===== src/rtl/spi_pkg.sv =====
// Shared types and SPI mode constants for the frame slave.
// No logic here; imported by spi_frame_slave.
package spi_pkg;

  typedef enum logic [1:0] {
    IDLE = 2'd0,
    RX   = 2'd1,
    WAIT = 2'd2,
    TX   = 2'd3
  } spi_state_t;

  // CPHA value selecting which sck edge samples data
  localparam logic CPHA_SAMPLE_LEAD  = 1'b0;
  localparam logic CPHA_SAMPLE_TRAIL = 1'b1;

  function automatic int max_int(input int a, input int b);
    return (a > b) ? a : b;
  endfunction

endpackage


===== src/rtl/sync2.sv =====
// Two-flop synchronizer with a parametrised reset value.
// Latency: 2 clk; no backpressure.
module sync2 #(
  parameter logic RST_VAL = 1'b0
) (
  input  logic i_clk,
  input  logic i_reset,
  input  logic i_d,
  output logic o_q
);

  logic r_meta;
  logic r_sync;

  always_ff @(posedge i_clk) begin
    if (i_reset) begin
      r_meta <= RST_VAL;
      r_sync <= RST_VAL;
    end else begin
      r_meta <= i_d;
      r_sync <= r_meta;
    end
  end

  assign o_q = r_sync;

endmodule


===== src/rtl/spi_frame_slave.sv =====
// SPI frame slave: oversampled sck, fixed-length receive frame then a response frame.
// Latency ~3 clk from an sck edge to its effect; tx_data is taken only while tx_ready is high.
module spi_frame_slave
  import spi_pkg::*;
#(
  parameter int RX_WIDTH = 256,
  parameter int TX_WIDTH = 128,
  parameter bit CPOL     = 1'b0,
  parameter bit CPHA     = 1'b0
) (
  input  logic                i_clk,
  input  logic                i_reset,
  input  logic                i_sck,
  input  logic                i_sdi,
  input  logic                i_load,
  output logic                o_sdo,
  output logic [RX_WIDTH-1:0] o_rx_data,
  output logic                o_rx_valid,
  output logic                o_rx_err,
  input  logic [TX_WIDTH-1:0] i_tx_data,
  input  logic                i_tx_valid,
  output logic                o_tx_ready,
  output logic                o_tx_done
);

  localparam int CNT_W = $clog2(max_int(RX_WIDTH, TX_WIDTH) + 1);
  localparam logic [CNT_W-1:0] RX_LAST = CNT_W'(RX_WIDTH - 1);
  localparam logic [CNT_W-1:0] TX_LAST = CNT_W'(TX_WIDTH - 1);
  localparam logic [CNT_W-1:0] TX_FULL = CNT_W'(TX_WIDTH);

  logic w_sck_s, w_sdi_s, w_load_s;
  logic r_sck_d, r_load_d;
  logic w_lead, w_trail, w_sample, w_shift_edge;
  logic w_load_rise, w_load_fall;

  spi_state_t r_state, w_state_nxt;
  logic [CNT_W-1:0]    r_cnt;
  logic [RX_WIDTH-1:0] r_rx_shift, r_rx_data;
  logic [TX_WIDTH-1:0] r_tx_shift;
  logic r_sdo, r_rx_valid, r_rx_err, r_tx_ready, r_tx_done;

  logic w_cnt_clr, w_rx_shift, w_rx_commit, w_rx_err;
  logic w_tx_load, w_tx_adv, w_tx_done, w_tx_present_msb;

  sync2 #(.RST_VAL(CPOL)) u_sync_sck  (.i_clk(i_clk), .i_reset(i_reset), .i_d(i_sck),  .o_q(w_sck_s));
  sync2 #(.RST_VAL(1'b0)) u_sync_sdi  (.i_clk(i_clk), .i_reset(i_reset), .i_d(i_sdi),  .o_q(w_sdi_s));
  sync2 #(.RST_VAL(1'b0)) u_sync_load (.i_clk(i_clk), .i_reset(i_reset), .i_d(i_load), .o_q(w_load_s));

  always_ff @(posedge i_clk) begin
    if (i_reset) begin
      r_sck_d  <= CPOL;
      r_load_d <= 1'b0;
    end else begin
      r_sck_d  <= w_sck_s;
      r_load_d <= w_load_s;
    end
  end

  // Leading edge leaves the idle level, trailing edge returns to it
  assign w_lead       = (w_sck_s != r_sck_d) && (w_sck_s != CPOL);
  assign w_trail      = (w_sck_s != r_sck_d) && (w_sck_s == CPOL);
  assign w_sample     = (CPHA == CPHA_SAMPLE_LEAD) ? w_lead  : w_trail;
  assign w_shift_edge = (CPHA == CPHA_SAMPLE_LEAD) ? w_trail : w_lead;
  assign w_load_rise  = w_load_s & ~r_load_d;
  assign w_load_fall  = ~w_load_s & r_load_d;

  always_ff @(posedge i_clk) begin
    if (i_reset) r_state <= IDLE;
    else         r_state <= w_state_nxt;
  end

  always_comb begin
    w_state_nxt = r_state;
    w_cnt_clr   = 1'b0;
    w_rx_shift  = 1'b0;
    w_rx_commit = 1'b0;
    w_rx_err    = 1'b0;
    w_tx_load   = 1'b0;
    w_tx_adv    = 1'b0;
    w_tx_done   = 1'b0;
    unique case (r_state)
      IDLE: begin
        if (w_load_rise) begin
          w_state_nxt = RX;
          w_cnt_clr   = 1'b1;
          w_rx_shift  = w_sample;
        end
      end
      RX: begin
        if (w_sample && (r_cnt == RX_LAST)) begin
          w_rx_shift  = 1'b1;
          w_rx_commit = 1'b1;
          w_state_nxt = WAIT;
        end else if (w_load_fall) begin
          w_rx_err    = 1'b1;
          w_state_nxt = IDLE;
        end else if (w_sample) begin
          w_rx_shift  = 1'b1;
        end
      end
      WAIT: begin
        if (i_tx_valid && !w_load_s) begin
          w_tx_load   = 1'b1;
          w_cnt_clr   = 1'b1;
          w_state_nxt = TX;
        end
      end
      TX: begin
        if (w_load_rise) begin
          w_state_nxt = RX;
          w_cnt_clr   = 1'b1;
          w_rx_shift  = w_sample;
        end else if (CPHA == CPHA_SAMPLE_LEAD) begin
          if (w_shift_edge) begin
            if (r_cnt == TX_LAST) begin
              w_tx_done   = 1'b1;
              w_state_nxt = IDLE;
            end else begin
              w_tx_adv = 1'b1;
            end
          end
        end else begin
          // Finish on the trailing edge that samples the last bit, not on its leading edge
          if (w_lead && (r_cnt != TX_FULL)) begin
            w_tx_adv = 1'b1;
          end else if (w_trail && (r_cnt == TX_FULL)) begin
            w_tx_done   = 1'b1;
            w_state_nxt = IDLE;
          end
        end
      end
      default: w_state_nxt = IDLE;
    endcase
  end

  assign w_tx_present_msb = (CPHA == CPHA_SAMPLE_TRAIL) && (r_cnt == '0);

  always_ff @(posedge i_clk) begin
    if (i_reset) begin
      r_cnt      <= '0;
      r_rx_shift <= '0;
      r_rx_data  <= '0;
      r_tx_shift <= '0;
      r_sdo      <= 1'b0;
      r_rx_valid <= 1'b0;
      r_rx_err   <= 1'b0;
      r_tx_ready <= 1'b0;
      r_tx_done  <= 1'b0;
    end else begin
      if (w_cnt_clr)                  r_cnt <= w_rx_shift ? CNT_W'(1) : '0;
      else if (w_rx_shift || w_tx_adv) r_cnt <= r_cnt + CNT_W'(1);

      if (w_rx_shift)  r_rx_shift <= {r_rx_shift[RX_WIDTH-2:0], w_sdi_s};
      if (w_rx_commit) r_rx_data  <= {r_rx_shift[RX_WIDTH-2:0], w_sdi_s};

      if (w_tx_load)
        r_tx_shift <= i_tx_data;
      else if (w_tx_adv && !w_tx_present_msb)
        r_tx_shift <= {r_tx_shift[TX_WIDTH-2:0], 1'b0};

      if (w_state_nxt != TX)
        r_sdo <= 1'b0;
      else if (w_tx_load)
        r_sdo <= (CPHA == CPHA_SAMPLE_LEAD) ? i_tx_data[TX_WIDTH-1] : 1'b0;
      else if (w_tx_adv)
        r_sdo <= w_tx_present_msb ? r_tx_shift[TX_WIDTH-1] : r_tx_shift[TX_WIDTH-2];

      r_rx_valid <= w_rx_commit;
      r_rx_err   <= w_rx_err;
      r_tx_done  <= w_tx_done;
      r_tx_ready <= (w_state_nxt == WAIT);
    end
  end

  assign o_sdo      = r_sdo;
  assign o_rx_data  = r_rx_data;
  assign o_rx_valid = r_rx_valid;
  assign o_rx_err   = r_rx_err;
  assign o_tx_ready = r_tx_ready;
  assign o_tx_done  = r_tx_done;

endmodule


===== config.mk =====
export PLATFORM = sky130hd
export DESIGN_NAME = spi_frame_slave
export DESIGN_NICKNAME = d
export VERILOG_FILES = /design/src/rtl/spi_pkg.sv /design/src/rtl/sync2.sv /design/src/rtl/spi_frame_slave.sv
export SDC_FILE = /design/constraint.sdc
export NUM_CORES = 1
export LEC_CHECK = 0
export CORE_MARGIN = 5
export CORE_UTILIZATION = 53
export CTS_BUF_LIST = sky130_fd_sc_hd__clkbuf_4 sky130_fd_sc_hd__clkbuf_8 sky130_fd_sc_hd__clkbuf_16
export DETAILED_ROUTE_END_ITERATION = 6
export PLACE_DENSITY_LB_ADDON = 0.3
export REMOVE_ABC_BUFFERS = 1
export SLEW_MARGIN = 20
export SYNTH_ARGS = -nofsm -noshare
export SYNTH_HDL_FRONTEND = slang
export SYNTH_HIERARCHICAL = 1
export SYNTH_SLANG_ARGS = --single-unit
export TNS_END_PERCENT = 50

===== constraint.sdc =====
create_clock -name i_clk -period 2.97 [get_ports i_clk]
set_clock_uncertainty 0.05 [all_clocks]
set_input_delay 0.297 -clock i_clk [delete_from_list [all_inputs] [get_ports i_clk]]
set_output_delay 0.297 -clock i_clk [all_outputs]
set_load 0.005 [all_outputs]

==> results.ini <==
[die]
core.rowCount = 78
die_h_um = 223
start_util_pct = 53.4
die_x_um = 223
fp.coreArea_um2 = 45200
die-area_um2 = 49900
io-pin-count = 395

[layout]
nets = 3347
nFillCells = 3530
final_common_cell = nand2_1
drive_gt1_share_pct = 6.08
final_cell_mix = nand2_1, dfxtp_1, a21oi_1
antenna_cells = 0
area_delta_synth_final_pct = 28.2

[logic_synthesis]
synth_edf_count = 0
yosysSeqAreaShare_pct = 54.9
syn-cell-area_um2 = 24100
ys_ff_latch = 662
synth.area.mux_share_pct = 5.31
postSynth.asyncResetShare_pct = 0
syn_inst = 2906
yosysUniqueCellTypes = 49
synth_compound_area_share_pct = 15.5
synthFlopType = dfxtp_1
synthXorXnorAreaFrac_pct = 0
synth_top_family_by_area = simple AND/OR/NAND/NOR gates
synth_warnings = 6
synth-simple-area-share_pct = 19.3
synthAdderAreaFrac_pct = 0.311
postSynthAreaPerCell_um2 = 8.31

[clocking]
clock_latency_ns = 0.58
cts.path.max_buffers = 3
cts-root-buf = clkbuf_16
path_clk_slew_ns = 0.06
htreeDepth = 3
clock_sinks = 662
cts_tree = done
cts_inserted_buffers = 68

[power_and_ir_drop]
clock_power_share_pct = 48.2
peakVddDrop_uv = 358
p_int_uw = 14400
switching_share_pct = 20.3
pwr-share-comb_pct = 2.5
power_frac_seq_pct = 49.3
p_sw_uw = 3660
p_leak_uw = 0.0111
cellPowerDensity_nw_per_um2 = 583

[setup_path]
cp_cell_sequence = ha_1 > nand2_1 > nor3_1 > ha_1 > o21ai_0 > a221oi_4 > a211oi_4 > or4_1 > a21oi_1
worstSetupEndpointType = flip-flop
critPathKind = reg2reg
worstSetupStartpointType = flip-flop
worst_path_largest_cell_delay_ns = 0.52
crit_fanout = 17
cp.required_ns = 3.43
worstPathArrival_ns = 3.26
cp_common_cell = ha_1
crit_path_top_delay_cell = or4_1

[sta]
maxSlewViolCount = 0
worstMarginPinSlew_ns = 0.673
period_share_pct = 94.1
tns_ns = 0
timing.hold.ws_ns = 0.188
relSlewSlack_pct = 55.1
setup_viol = 0
clock.fmax_ghz = 0.358
post-route-min-period_ns = 2.80
hold_viol = 0

[drt]
wire_per_inst_um = 15.9
num_vias = 20612
drtIter0Drc = 1392
drc = 0
drt_wl_total_um = 61200
vias_per_cell = 5.34
drt-pass1-iter-count = 6
route.antenna.remaining_nets = 0

[global_routing]
grt_max_degree = 143
antenna_found_initial = 0
grt_usage_pct = 23.1
grt_pass1_vias = 19886
gr-total-overflow = 0
grt_pass1_wl_um = 97900

[run_status]
status = finished clean

[placement]
port_buffers = 394
hpwl_um = 40400
place.gp.congestion = 0.868

[run]
max_cap_viol_count = 0

[min_path]
hp-class = in2reg

==> routing by layer <==
metal	up-vias	GRT usage, %	share of wire, %
met5	-	0	0
met4	0	6.82	2.4
met3	96	5.82	6.9
met2	607	39.1	49
met1	9710	29.3	42
li1	10199	-	-
==> sequential cells by signal, summed over array words and instances, names as in the netlist, 2 cells and up <==
| register | count |
|---|---|
| r_state | 2 |
| o_rx_data | 256 |
| r_tx_shift | 127 |
| r_rx_shift | 255 |
| r_cnt | 9 |
==> cell type report <==
class	count	area (um2)	area share, %
sequential	662	13300	42.8
multi-input combinational	2007	9780	31.6
inverter	7	26.3	0.0849
clock buffer	102	2110	6.82
clock inverter	18	219	0.708
timing repair buffer	461	4800	15.5
tap	600	751	2.43
==> worst max-delay path: cells and delay by family (launching register included) <==
| kind | cells | cell delay (ns) |
|---|---|---|
| adder cells (fa/ha/maj) | 2 | 0.46 |
| flip-flops | 1 | 0.40 |
| AND/OR/NAND/NOR | 3 | 0.88 |
| AO/OA/AOI/OAI | 4 | 0.93 |
==> stage by stage <==
step / setup slack, ns / cell area (um2) / instances / utilization (%) / total power, uW
after global routing: -0.00771 / 30900 / 3857 / 68.5 / 18600
after CTS: 0.170 / 30900 / 3853 / 68.4 / 18200
after global placement: 0.422 / 28600 / 3733 / 63.2 / 9520
after floorplan: -7.49 / 23000 / 2676 / - / 9140
after detailed placement: 0.246 / 28600 / 3733 / 63.2 / 9520
final: 0.174 / 30900 / 3857 / 68.5 / 18000
==> synth_stat cells (2+ instances only) <==
master    number  area, um2
nor4_1         2       12.5
buf_12        11        220
o21ai_1        3       15.0
mux2i_1      127       1270
nand2_1     1030       3870
a211oi_1     128        961
or3_1          6       37.5
inv_1          7       26.3
and2_1         2       12.5
nor2b_1        8       50.1
buf_8          2       30.0
nor3_1         2       10.0
dfxtp_1      662      13300
nor2_1       131        492
buf_2         24        120
clkbuf_1     188        706
a21oi_1      521       2610
o21ai_0        3       15.0
or2_2          2       12.5
ha_1           6       75.1
buf_1          2       7.51
buf_4          2       15.0
nand3_1        4       20.0
nand3b_1       2       15.0
or3b_1         4       35.0
nand2b_1       4       25.0
==> power by group through the flow <==
stage                     Combinational (uW)  Clock (uW)  Sequential [uW]
after floorplan                         53.2           0             9080
after global placement                   434           0             9090
after detailed placement                 437           0             9090
after CTS                                440        8840             8890
after global routing                     476        9250             8880
final                                    447        8690             8890
==> worst paths after layout <==
| path | start | endpoint | slack [ns] | depth (start not counted) |
|---|---|---|---|---|
| max reg2reg | r_cnt[0]$_SDFFE_PP0P_ | r_cnt[7]$_SDFFE_PP0P_ | 0.17 | 9 |
| max | r_cnt[0]$_SDFFE_PP0P_ | r_cnt[7]$_SDFFE_PP0P_ | 0.17 | 9 |
| min reg2reg | u_sync_load/r_meta$_SDFF_PP0_ | u_sync_load/o_q$_SDFF_PP0_ | 0.39 | 1 |
| min | i_reset | o_rx_data[5]$_SDFFE_PP0P_ | 0.19 | 2 |
==> cells by family (layout without fill, tap and decap cells) <==
logic type / Yosys count / after routing
muxes: 128 / 128
AOI/OAI and AO/OA: 669 / 669
and+or+nand+nor: 1204 / 1204
DFF: 662 / 662
buffers and inverters: 237 / 588
adders and majority gates: 6 / 6
==> what timing repair did <==
item / in CTS / in global routing
endpoints found under the hold margin: 0 / 0
hold buffers: 0 / 0
buffers inserted: 0 / 2
gates resized for setup: 0 / 1
setup endpoints to repair: 0 / 63
Note: power is estimated with default switching activity, not from simulation.
